File: config.mk
export PLATFORM = sky130hd
export DESIGN_NAME = seq_detect_prog
export DESIGN_NICKNAME = d
export VERILOG_FILES = /design/src/rtl/seq_detect_prog.sv
export SDC_FILE = /design/constraint.sdc
export NUM_CORES = 1
export LEC_CHECK = 0
export BUFFER_PORTS_ARGS = -buffer_cell sky130_fd_sc_hd__buf_4
export CAP_MARGIN = 20
export CORE_UTILIZATION = 39
export CTS_CLUSTER_SIZE = 25
export DETAILED_ROUTE_END_ITERATION = 6
export GPL_TIMING_DRIVEN = 0
export PLACE_DENSITY_LB_ADDON = 0.3
export SLEW_MARGIN = 10
export SYNTH_ARGS = -nofsm -noshare
export SYNTH_HDL_FRONTEND = slang
export SYNTH_SLANG_ARGS = --single-unit
File: constraint.sdc
create_clock -name clk -period 3.1 [get_ports clk]
set_input_delay 0.465 -clock clk [delete_from_list [all_inputs] [get_ports clk]]
set_output_delay 0.465 -clock clk [all_outputs]
set_load 0.005 [all_outputs]
File: src/rtl/seq_detect_prog.sv
// rtl/seq_detect_prog.sv - programmable serial bit-sequence detector with saturating match counter
module seq_detect_prog #(
    parameter  int PAT_W = 8,
    parameter  int CNT_W = 16,
    localparam int LEN_W = $clog2(PAT_W + 1)
) (
    input  logic             clk,
    input  logic             rst,
    input  logic             in,
    input  logic             in_valid,
    input  logic             cfg_load,
    input  logic [PAT_W-1:0] pattern,
    input  logic [LEN_W-1:0] pat_len,
    input  logic             overlap,
    output logic             out,
    output logic [CNT_W-1:0] match_cnt,
    output logic             armed,
    output logic             cfg_err
);
    localparam logic [LEN_W-1:0] PAT_MAX = LEN_W'(PAT_W);

    typedef enum logic {IDLE, RUN} state_t;

    state_t           state, state_n;
    logic [PAT_W-1:0] hist, hist_n, pat_r, mask;
    logic [LEN_W-1:0] fill, fill_n, len_r;
    logic             ovl_r, cfg_ok, sample, hit;

    always_comb begin
        cfg_ok  = (pat_len != '0) && (pat_len <= PAT_MAX);
        state_n = state;
        if (cfg_load) begin
            state_n = cfg_ok ? RUN : IDLE;
        end
    end

    // fill saturates at PAT_W so fill+1 never needs an extra bit
    always_comb begin
        sample = (state == RUN) && in_valid && !cfg_load;
        hist_n = {hist[PAT_W-2:0], in};
        fill_n = (fill == PAT_MAX) ? fill : fill + LEN_W'(1);
        mask   = {PAT_W{1'b1}} >> (PAT_MAX - len_r);
        hit    = sample && (fill_n >= len_r) && ((hist_n & mask) == (pat_r & mask));
    end

    always_ff @(posedge clk) begin
        if (!rst) begin
            state <= IDLE;
        end else begin
            state <= state_n;
        end
    end

    always_ff @(posedge clk) begin
        if (!rst) begin
            hist      <= '0;
            fill      <= '0;
            pat_r     <= '0;
            len_r     <= '0;
            ovl_r     <= 1'b0;
            out       <= 1'b0;
            match_cnt <= '0;
            cfg_err   <= 1'b0;
        end else begin
            out <= 1'b0;
            if (cfg_load) begin
                hist <= '0;
                fill <= '0;
                if (cfg_ok) begin
                    pat_r     <= pattern;
                    len_r     <= pat_len;
                    ovl_r     <= overlap;
                    match_cnt <= '0;
                    cfg_err   <= 1'b0;
                end else begin
                    cfg_err <= 1'b1;
                end
            end else if (sample) begin
                hist <= hist_n;
                fill <= (hit && !ovl_r) ? '0 : fill_n;
                out  <= hit;
                if (hit && (match_cnt != {CNT_W{1'b1}})) begin
                    match_cnt <= match_cnt + CNT_W'(1);
                end
            end
        end
    end

    assign armed = (state == RUN);

endmodule

== Yosys cells after proc, flatten, opt, wreduce, memory -nomap -nowiden ==
Index checks and enable logic that the tools add are counted.
Storage, ports and cells
  flip-flop bits (word level): 43
  output and inout bits: 19
  bits of input ports: 18
Operators by class
  reduce and logical (&&, ||, !) cells: 16
  shift-type cells: 1
  magnitude comparators: 2
  equality and inequality tests: 4
  add/subtract/negate cells: 3
  mux-type cells: 8
  bitwise logic cells: 4
Operator list (count)
  two-way mux 16 bit: 4
  adder 16 x 1 -> 16 bit (second input constant): 1
  AND 8 bit: 2
  != test 16 bit (second input constant): 1
  == test 8 bit: 1
  two-way mux 4 bit: 2
  right shift 8 x 4 -> 8 bit (first input constant): 1
  logical AND 1 bit: 7
  adder 4 x 1 -> 4 bit (second input constant): 1
  == test 4 bit (second input constant): 1
  >= comparator 4 bit: 1
  <= comparator 4 bit (second input constant): 1
  nonzero test 2 bit: 2
  nonzero test 4 bit: 1
  subtractor 4 bit (first input constant): 1
  AND reduction 3 bit: 1
  OR reduction 3 bit: 1
  logical NOT 1 bit: 2
  two-way mux 1 bit: 2
  != test 2 x 1 -> 1 bit (second input constant): 1
  inverter 1 bit: 2
  AND reduction 2 bit: 1
  OR reduction 2 bit: 1

== Depth between registers and ports, before layout ==
Gate-level depths: netlist of the first run.
  word-level depth: 9
  mapped depth: 14
  depth with buffers taken out: 12

== Worst setup path after synthesis of the first run ==
No wires, ideal clock.
  path kind: reg-to-reg
  start point: register fill[0]
  end point: register match_cnt[7]
  setup slack: 116 ps
  stages on the path, launching flop included: 14
  period minus slack after synthesis: 2984 ps
  setup time: 70 ps
  arrival: 2914 ps
  path through: dfxtp_1 > inv_1 > ha_1 > and3b_1 > xnor2_1 > ha_1 > nand2b_1 > a2111oi_0 > a2111oi_0 > o221ai_2 > o21a_1 > buf_6 > or4_1 > a21oi_1
Between the ends
  cells in the longest elaborated chain, start to end: 8
  elaborated cells on any way between the ends: 9
  classes of those cells: add/sub (1); order compare (1); eq/ne (1); mux (1); reduce/logical (5)
RTL lines
  start: declaration: line 26  | logic [LEN_W-1:0] fill, fill_n, len_r;
  start signal: assignment: line 80  | fill <= (hit && !ovl_r) ? '0 : fill_n;
  adder 4 x 1 -> 4 bit / == test 4 bit (equally long branches): line 41  | fill_n = (fill == PAT_MAX) ? fill : fill + LEN_W'(1);
  two-way mux 4 bit (*): line 41
  >= comparator 4 bit (*): line 43  | hit = sample && (fill_n >= len_r) && ((hist_n & mask) == (pat_r & mask));
  logical AND 1 bit (*) (2 in a row): line 43
  logical AND 1 bit (*): line 82  | if (hit && (match_cnt != {CNT_W{1'b1}})) begin
  nonzero test 2 bit (no line) (*)
  AND reduction 3 bit (no line) (*)
  end signal: assignment: line 83  | match_cnt <= match_cnt + CNT_W'(1);
  end: declaration: line 16  | output logic [CNT_W-1:0] match_cnt,
Every way passes the cells marked *; elsewhere a longest branch is shown, timed or not.
A chain may end at the register's enable or synchronous reset.

== Worst setup path in the final report of the first run ==
Same ends and word-level chain as after synthesis.

==> results of run 1 <==
==> worst min-delay path: stages <==
cell and delay [ps]:
buf_4 70, mux2i_1 50, nor2_1 70
==> report_power, final <==
group | leakage (nW) | switching [mW] | total (mW) | internal (mW)
logic | 0.643 | 0.0715 | 0.133 | 0.0611
registers | 0.349 | 0.0115 | 0.576 | 0.565
clock network | 0.0505 | 0.194 | 0.397 | 0.203
==> state kept, by name (all words and copies together) (netlist names) <==
register and flops:
out 1, match_cnt 16, len_r 4, hist 7, cfg_err 1, fill 4, armed 1, pat_r 8
ovl_r 1
==> final timing paths <==
| path | start | to | slack [ps] | depth (start not counted) |
|---|---|---|---|---|
| max | fill[0] | match_cnt[7] | 180 | 13 |
| max reg2reg | fill[0] | match_cnt[7] | 180 | 13 |
| min | pattern[6] | pat_r[6] | 400 | 3 |
| min reg2reg | cfg_err | cfg_err | 470 | 2 |
==> metrics by stage <==
step                      total power [mW]  utilization [%]  cells
final                                 1.11             51.1    368
after global routing                  1.16             51.1    368
after CTS                             1.11             50.1    367
after detailed placement             0.714             47.8    359
after global placement               0.712             47.8    359
after floorplan                      0.668                -    254
==> synth_stat cells (2+ instances only) <==
cell and count:
dfxtp_1 43, nand2_1 33, a21oi_1 26, nor2_1 21, mux2i_1 13, xnor2_1 12
ha_1 10, inv_1 10, nand3_1 9, o21ai_0 9, clkbuf_1 8, or3_1 8
nor3_1 5, or4_1 5, nand2b_1 4, xor2_1 4, and2_1 3, nand4_1 3
nor4_1 3, o211ai_1 3, a2111oi_0 2, and3_1 2, o21a_1 2
==> metal layers <==
metal | global-route usage, % | up-vias | wire length (µm)
li1 | - | 972 | -
met1 | 23.4 | 872 | 2340
met2 | 27.0 | 46 | 2200
met3 | 4.07 | 5 | 222
met4 | 6.54 | 0 | 49
met5 | 0 | - | 0
==> cell type report <==
| class | count | area [µm²] | share of cell area [%] |
|---|---|---|---|
| Timing Repair Buffer | 36 | 270 | 10.2 |
| Clock inverter | 1 | 7.51 | 0.282 |
| Sequential cell | 43 | 863 | 32.5 |
| Buffer | 10 | 52.6 | 1.98 |
| Inverter | 11 | 41.3 | 1.55 |
| Tap cell | 70 | 87.6 | 3.29 |
| Clock buffer | 7 | 96.3 | 3.62 |
| Multi-Input combinational cell | 190 | 1240 | 46.6 |
==> cell families after synthesis <==
group | count (synthesis)
AND/OR/NAND/NOR | 100
AO/OA/AOI/OAI | 51
flip-flops | 43
buffers and inverters | 21
XOR/XNOR | 16
multiplexers | 13
adder cells (fa/ha/maj) | 10
==> repair_timing <==
action,in CTS,in global routing
setup buffers,0,1
setup endpoints to repair,16,15
pin swaps,1,2
gates cloned,0,0
resized for setup,6,12
==> impl_metrics.csv, run 1 <==
group,metric,value,unit
outcome,status,"completed",
yosys,synth_edf_count,0,
global_route,grt_pass1_vias,1733,
routing,first_iter_violations,83,
timing,tns,0,ps
yosys,synth_top_family_by_area,"simple AND/OR/NAND/NOR gates",
yosys,synth_ff_type,"dfxtp_1",
yosys,yosysTopAreaCellShare,40.2,%
timing,fin_hold_ws,397,ps
global_route,grt_antenna_before_repair,0,
routing,drtAntennaViolNets,0,
yosys,synthDistinctLibCells,39,
clocking,numCtsBuffers,5,
yosys,synthArstFlopShare,0,%
floorplanning,pin_count,37,
clocking,clk_latency,290,ps
floorplanning,die_h,76.1,µm
clocking,cts_tree,"done",
global_route,grt_pass1_wl,8110,µm
timing,finalSetupViolCount,0,
yosys,synth-compound-area-share,14.3,%
routing,vias,1895,
layout,layout_common_cells,"41 x dfxtp_1, 36 x buf_4, 33 x nand2_1",
layout,synthToLayoutAreaGrowth,24.3,%
floorplanning,dieWidth,76.1,µm
setup_path,path_buf_inv,2,
setup_path,crit_arrival,3140,ps
yosys,synth.area.mux_share,6.08,%
timing,report.final.slew_viol_count,0,
layout,final_cell_area,2660,µm²
timing,hold_viol,0,
routing,vias_per_cell,5.15,
clocking,htree_levels,2,
floorplanning,rows,26,
routing,drt_first_pass_iters,4,
yosys,synth_xor_area_share,6.55,%
placement,port_buffers,35,
setup_path,cp_slowest_cell,"or4_1",
timing,fin_skew,7.65,ps
routing,wl_per_cell,13.1,µm
layout,num_antenna_cells,0,
yosys,ys_top_cells_by_area,"dfxtp_1 40%, a21oi_1 6.1%, mux2i_1 6.1%, ha_1 5.8%, nand2_1 5.8%",
setup_path,crit_type,"register to register",
yosys,syn-num-nets,282,
setup_path,cp_cell_sequence,"inv_1, ha_1, and3b_1, xnor2_1, ha_1, nand2b_1, a2111oi_4, a2111oi_4, o221ai_2, o21a_1, buf_6, or4_1, a21oi_1",
routing,drt-total-wl,4820,µm
timing,rsz0062_at_grt,"true",
setup_path,worstSetupEndpointType,"register",
setup_path,startpoint_type,"register",
yosys,syn_avg_cell_area,8.42,µm²
yosys,netlist_area,2140,µm²
clocking,postCtsHoldBufs,0,
power_and_ir_drop,powerDensity,416,nW/µm²
clocking,cts_root_buf,"clkbuf_8",
worst_hold_path,hp-class,"input pin to register",
layout,drive_gt1_share,19.5,%
timing,worstMarginPinSlew,676,ps
floorplanning,core,5200,µm²
global_route,overflow,0,
run,maxCapViolCount,0,
global_route,grt_usage,17.4,%
clocking,clk_path_buf_depth,2,
floorplanning,initial_core_util,41.1,%
power_and_ir_drop,peakVddDrop,254,µV
yosys,synthSimpleGateAreaFrac,22.9,%
timing,layout_min_cycle_time,2920,ps
placement,gp_congestion,0.788,
setup_path,path_max_fanout,10,
setup_path,critPathTopFamily,"compound AO/OA/AOI/OAI gates",
layout,fill_cells,525,
placement,pre_cts_ws,-263,ps
timing,post-route-period-util,94.1,%
yosys,yosysWarnings,0,
layout,final_nets,325,
routing,drc,0,
yosys,seq_area_frac_synth,40.2,%
floorplanning,dieArea,5790,µm²
placement,post_dp_cell_area,2490,µm²
timing,fin_ws,182,ps
yosys,synthAdderAreaFrac,5.85,%
power_and_ir_drop,leakage,1.04,nW
yosys,synth-seq-cells,43,
global_route,grt_max_degree,14,
yosys,synthCells,254,
placement,place_hpwl,3590,µm
clocking,clk_pin_slew,80,ps
timing,max_freq,343,MHz
yosys,yosys.area.top_type,"dfxtp_1",
clocking,clock-sinks,43,
timing,slew_headroom,54.9,%
setup_path,required,3330,ps
setup_path,cpPeakStageDelay,460,ps
layout,final_common_cell,"dfxtp_1",
Note: power is estimated with default switching activity, not from simulation.
==> run 2, diff against run 1 <==
--- a/config.mk
+++ b/config.mk
@@ -7,6 +7,7 @@
 export LEC_CHECK = 0
 export BUFFER_PORTS_ARGS = -buffer_cell sky130_fd_sc_hd__buf_4
 export CAP_MARGIN = 20
+export CORE_ASPECT_RATIO = 1.2
 export CORE_UTILIZATION = 39
 export CTS_CLUSTER_SIZE = 25
 export DETAILED_ROUTE_END_ITERATION = 6
==> run 2 against run 1 <==
Effect of this change:
- register-to-register slack got worse by 20 ps
- die area barely moved
- first-iteration DRC count increased by 35%
- non-clock buffer count unchanged
- total power grew 2.4%
- sequential power about the same
- maximum frequency down 0.74%
- sequential cell count stayed put
- critical endpoint unchanged
- critical path depth did not move
- via count is the same
- clock power up 8.1%
- cell count fell by 2.4%
==> impl_metrics.csv, run 2 (synthesis results as in run 1) <==
group,metric,value,unit
outcome,status,"completed",
clocking,cts_tree,"done",
routing,drtAntennaViolNets,0,
routing,drt_first_pass_iters,4,
placement,gp_congestion,0.851,
timing,report.final.slew_viol_count,0,
power_and_ir_drop,leakage,1.05,nW
setup_path,rr_worst_depth,13,
routing,vias,1895,
clocking,cts_root_buf,"clkbuf_8",
layout,layout_common_cells,"42 x dfxtp_1, 38 x buf_4, 33 x nand2_1",
setup_path,worstReg2RegEnd,"match_cnt[7]",
clocking,clock-sinks,43,
setup_path,required,3340,ps
global_route,overflow,0,
timing,fin_skew,10.8,ps
routing,drt-total-wl,4750,µm
setup_path,worstSetupStartpoint,"fill[0]",
timing,slew_headroom,57.2,%
layout,num_antenna_cells,0,
global_route,grt_antenna_before_repair,0,
power_and_ir_drop,peakVddDrop,288,µV
power_and_ir_drop,swShare,24.2,%
global_route,grt_pass1_wl,7980,µm
timing,finalSetupViolCount,0,
layout,top_regs,"match_cnt: 16 flops, pat_r: 8 flops, hist: 7 flops",
clocking,clk_path_buf_depth,2,
clocking,htree_levels,2,
power_and_ir_drop,powerDensity,430,nW/µm²
power_and_ir_drop,comb_power_share,11.2,%
clocking,numCtsBuffers,5,
floorplanning,pin_count,37,
placement,place_hpwl,3530,µm
layout,top_register,"match_cnt",
setup_path,startpoint_type,"register",
global_route,grt_pass1_vias,1782,
routing,drc,0,
floorplanning,core,5300,µm²
timing,layout_min_cycle_time,2940,ps
routing,vias_per_cell,5.28,
timing,max_freq,340,MHz
clocking,clk_latency,300,ps
worst_hold_path,hp-class,"input pin to register",
setup_path,rrSetupSlack,160,ps
timing,worstMarginPinSlew,641,ps
floorplanning,rows,29,
power_and_ir_drop,p_seq_share,50.8,%
setup_path,endpoint,"match_cnt[7]",
global_route,grt_usage,17.1,%
setup_path,r2r-start,"fill[0]",
routing,wl_per_cell,13.2,µm
floorplanning,initial_core_util,40.4,%
timing,rsz0062_at_grt,"false",
layout,final_common_cell,"dfxtp_1",
clocking,postCtsHoldBufs,0,
run,maxCapViolCount,0,
power_and_ir_drop,p_clk_share,37.9,%
setup_path,crit_arrival,3180,ps
timing,post-route-period-util,94.8,%
layout,final_nets,325,
placement,port_buffers,35,
global_route,grt_max_degree,14,
layout,synthToLayoutAreaGrowth,23.1,%
setup_path,worstSetupEndpointType,"register",
timing,fin_hold_ws,393,ps
setup_path,path_max_fanout,10,
power_and_ir_drop,p_sw,274,µW
setup_path,crit_type,"register to register",
power_and_ir_drop,power.internal,859,µW
layout,drive_gt1_share,19.2,%
timing,hold_viol,0,
floorplanning,die_h,83.1,µm
timing,tns,0,ps
floorplanning,dieWidth,69.6,µm
clocking,clk_pin_slew,90,ps
floorplanning,dieArea,5790,µm²
layout,largest_reg_flops,16,
routing,first_iter_violations,112,
run 2: cell types whose count changed in the layout (fill, tap and decap cells not counted), moves of 2 or more:
cell       before  now
buf_4          36   38
dfxtp_2         2    0
a2111oi_4       2    0
clkbuf_8        7    5
o21ai_1         3    0
o21ai_0         6    9
clkbuf_4        2    0
a2111oi_2       0    2
run 2: cell type report:
class | instances | area (µm²)
Timing Repair Buffer | 36 | 270
Fill cell | 546 | 2660
Tap cell | 62 | 77.6
Sequential cell | 43 | 865
Buffer | 10 | 52.6
Multi-Input combinational cell | 190 | 1220
Clock buffer | 5 | 68.8
Clock inverter | 2 | 37.5
Inverter | 11 | 41.3
run 2: layer usage:
| layer | up-vias | GRT usage, % | share of wire (%) |
|---|---|---|---|
| met1 | 886 | 19.3 | 42 |
| met5 | - | 0 | 0 |
| met2 | 35 | 30.5 | 52 |
| met4 | 0 | 7.27 | 1.7 |
| met3 | 6 | 4.00 | 4.3 |
| li1 | 968 | - | - |
run 2: metrics by stage:
| stage | power [mW] | instance area [µm²] | setup WS, ps | instances | utilization [%] |
|---|---|---|---|---|---|
| after floorplan | 0.668 | 2140 | 116 | 254 | - |
| after global placement | 0.711 | 2480 | -254 | 351 | 46.8 |
| after detailed placement | 0.713 | 2480 | -256 | 351 | 46.8 |
| after CTS | 1.14 | 2600 | 14.7 | 359 | 49.1 |
| after global routing | 1.17 | 2630 | 10.0 | 359 | 49.7 |
| final | 1.13 | 2630 | 160 | 359 | 49.7 |
run 2: worst min path at each step:
| stage | from | to | slack, ps | depth (start not counted) |
|---|---|---|---|---|
| 3_5_place_dp | cfg_err | cfg_err | 460 | 2 |
| 3_3_place_gp | cfg_err | cfg_err | 450 | 2 |
| 5_1_grt | pattern[6] | pat_r[6] | 400 | 3 |
| 4_1_cts | pattern[2] | pat_r[2] | 390 | 3 |
| 2_1_floorplan | hist[6] | hist[6] | 450 | 2 |
| 6_report | pattern[2] | pat_r[2] | 390 | 3 |
run 2: worst max-delay path, cell delays in order (launching register included):
cell	delay, ps
dfxtp_4	380
inv_1	80
ha_1	190
and3b_2	240
xnor2_2	150
ha_1	260
nand2b_1	110
a2111oi_2	70
a2111oi_2	250
o221ai_2	170
o21a_1	220
buf_6	140
or4_1	470
a21oi_1	150
run 2: power groups by stage:
stage	sequential (mW)	combinational [mW]	clock, mW
4_1_cts	0.577	0.125	0.439
3_5_place_dp	0.590	0.123	0
2_1_floorplan	0.586	0.0817	0
3_3_place_gp	0.589	0.122	0
5_1_grt	0.578	0.142	0.454
6_report	0.576	0.127	0.429
run 2: timing repair:
item / CTS / global route
resized for setup: 3 / 13
pin swaps: 1 / 1
buffers inserted: 1 / 0
setup endpoints to repair: 16 / 16
==> run 3, diff against run 2 <==
--- a/config.mk
+++ b/config.mk
@@ -8,7 +8,7 @@
 export BUFFER_PORTS_ARGS = -buffer_cell sky130_fd_sc_hd__buf_4
 export CAP_MARGIN = 20
 export CORE_ASPECT_RATIO = 1.2
-export CORE_UTILIZATION = 39
+export CORE_UTILIZATION = 35
 export CTS_CLUSTER_SIZE = 25
 export DETAILED_ROUTE_END_ITERATION = 6
 export GPL_TIMING_DRIVEN = 0
==> run 3 against run 2 <==
Effect of this change:
- global-route usage fell by 1.7 points
- clock skew is 1.4 ps higher
- highest routed layer unchanged
- largest power group unchanged
- register-to-register slack worse by 95 ps
==> impl_metrics.csv, run 3 (synthesis results as in run 1) <==
group,metric,value,unit
layout,largest_reg_flops,16,
clocking,htree_levels,2,
routing,drt-total-wl,4870,µm
global_route,met3_usage,3.34,%
power_and_ir_drop,leakage,1.09,nW
timing,rsz0062_at_grt,"true",
clocking,postCtsHoldBufs,0,
setup_path,startpoint_type,"register",
global_route,top_usage_layer,"met2",
timing,slew_headroom,56.8,%
clocking,cts_root_buf,"clkbuf_8",
global_route,grt_usage,15.4,%
timing,max_freq,329,MHz
global_route,met2_usage,28.7,%
timing,report.final.slew_viol_count,0,
placement,port_buffers,35,
floorplanning,rows,30,
floorplanning,dieArea,6430,µm²
clocking,clk_latency,300,ps
placement,gp_congestion,0.834,
setup_path,path_buf_inv,2,
layout,num_antenna_cells,0,
run,maxCapViolCount,0,
setup_path,crit_arrival,3270,ps
setup_path,crit_type,"register to register",
setup_path,required,3330,ps
setup_path,critPathTopFamily,"compound AO/OA/AOI/OAI gates",
timing,fin_ws,64.7,ps
clocking,clk_path_buf_depth,2,
routing,vias,1917,
setup_path,worstSetupEndpointType,"register",
timing,finalSetupViolCount,0,
worst_hold_path,hp-class,"input pin to register",
routing,drtAntennaViolNets,0,
floorplanning,initial_core_util,37.0,%
layout,layout_common_cells,"41 x buf_4, 41 x dfxtp_1, 33 x nand2_1",
setup_path,cpPeakStageDelay,500,ps
setup_path,rrSetupSlack,60,ps
global_route,grt_max_degree,14,
layout,synthToLayoutAreaGrowth,28.4,%
layout,drive_gt1_share,21.9,%
timing,layout_min_cycle_time,3040,ps
routing,first_iter_violations,59,
timing,fin_skew,12.2,ps
timing,post-route-period-util,97.9,%
floorplanning,dieWidth,73.4,µm
layout,top_regs,"match_cnt: 16 flops, pat_r: 8 flops, hist: 7 flops",
placement,pre_cts_ws,-295,ps
setup_path,cp_cell_sequence,"inv_2, ha_4, and3b_2, xnor2_2, ha_1, nand2b_4, a2111oi_4, a2111oi_2, o221ai_2, o21a_1, buf_6, or4_1, a21oi_1",
setup_path,rr_worst_depth,13,
global_route,met1_usage,16.9,%
clocking,clock-sinks,43,
floorplanning,pin_count,37,
floorplanning,die_h,87.7,µm
floorplanning,core,5780,µm²
layout,top_register,"match_cnt",
timing,hold_viol,0,
routing,vias_per_cell,5.02,
global_route,grt_antenna_before_repair,0,
layout,final_nets,329,
outcome,status,"completed",
power_and_ir_drop,peakVddDrop,263,µV
routing,wl_per_cell,12.8,µm
routing,drt_first_pass_iters,4,
placement,place_hpwl,3510,µm
setup_path,cp.depth,13,
power_and_ir_drop,powerDensity,446,nW/µm²
setup_path,path_max_fanout,5,
power_and_ir_drop,power,1.22,mW
timing,worstMarginPinSlew,648,ps
clocking,numCtsBuffers,5,
global_route,overflow,0,
global_route,grt_pass1_vias,1764,
setup_path,r2r-start,"fill[1]",
global_route,grt_pass1_wl,7740,µm
clocking,clk_pin_slew,90,ps
setup_path,worstSetupStartpoint,"fill[1]",
routing,drc,0,
timing,fin_hold_ws,398,ps
setup_path,endpoint,"match_cnt[7]",
setup_path,worstReg2RegEnd,"match_cnt[7]",
layout,post-route-util,47.5,%
setup_path,cp_slowest_cell,"or4_1",
clocking,cts_tree,"done",
-- run 3: worst reg2reg max path, stage by stage, from the launching register on --
cell and delay (ps):
dfxtp_2 360, inv_2 50, ha_4 140, and3b_2 220, xnor2_2 140, ha_1 280
nand2b_4 120, a2111oi_4 60, a2111oi_2 390, o221ai_2 180, o21a_1 260, buf_6 140
or4_1 500, a21oi_1 130
-- run 3: metal layers --
metal	vias up	routed length (µm)	share of wire (%)
li1	983	-	-
met1	895	2210	45
met2	33	2420	50
met3	6	181	3.7
met4	0	65	1.3
met5	-	0	0
-- run 3: layout make-up --
cell class / count / area [µm²]
clock buffers: 6 / 72.6
well taps: 80 / 100
multi-input cells: 190 / 1250
fillers: 600 / 3030
clock inverters: 2 / 60.1
plain buffers: 10 / 52.6
repair buffers: 40 / 298
inverters: 11 / 43.8
flip-flops and latches: 43 / 866
-- run 3: how the worst min path moves through the flow --
| stage | start | to | slack, ps | cells past startpoint |
|---|---|---|---|---|
| after floorplan | hist[6] | hist[6] | 450 | 2 |
| after global placement | cfg_err | cfg_err | 450 | 2 |
| after detailed placement | cfg_err | cfg_err | 460 | 2 |
| after CTS | pattern[3] | pat_r[3] | 390 | 3 |
| after global routing | pattern[5] | pat_r[5] | 400 | 3 |
| final | pattern[0] | pat_r[0] | 400 | 3 |
-- run 3: metrics by stage --
step / cells / area (µm²) / setup TNS, ps
6_report: 382 / 2750 / 0
4_1_cts: 378 / 2650 / 0
3_5_place_dp: 369 / 2500 / -3690
2_1_floorplan: 254 / 2140 / 0
5_1_grt: 382 / 2750 / -13.3
3_3_place_gp: 369 / 2500 / -3060
-- run 3: where the power goes --
group          internal (mW)  total [mW]  switching (mW)
Combinational         0.0629       0.134          0.0711
Clock                  0.322       0.514           0.192
Sequential             0.564       0.576          0.0118
Total                  0.949        1.22           0.275
-- run 3: repair_timing --
action	in CTS	in global routing
endpoints found under the setup margin	16	15
endpoints found under the hold margin	0	0
setup buffers	1	3
pin swaps	1	7
cloned	0	1
resized for setup	3	22
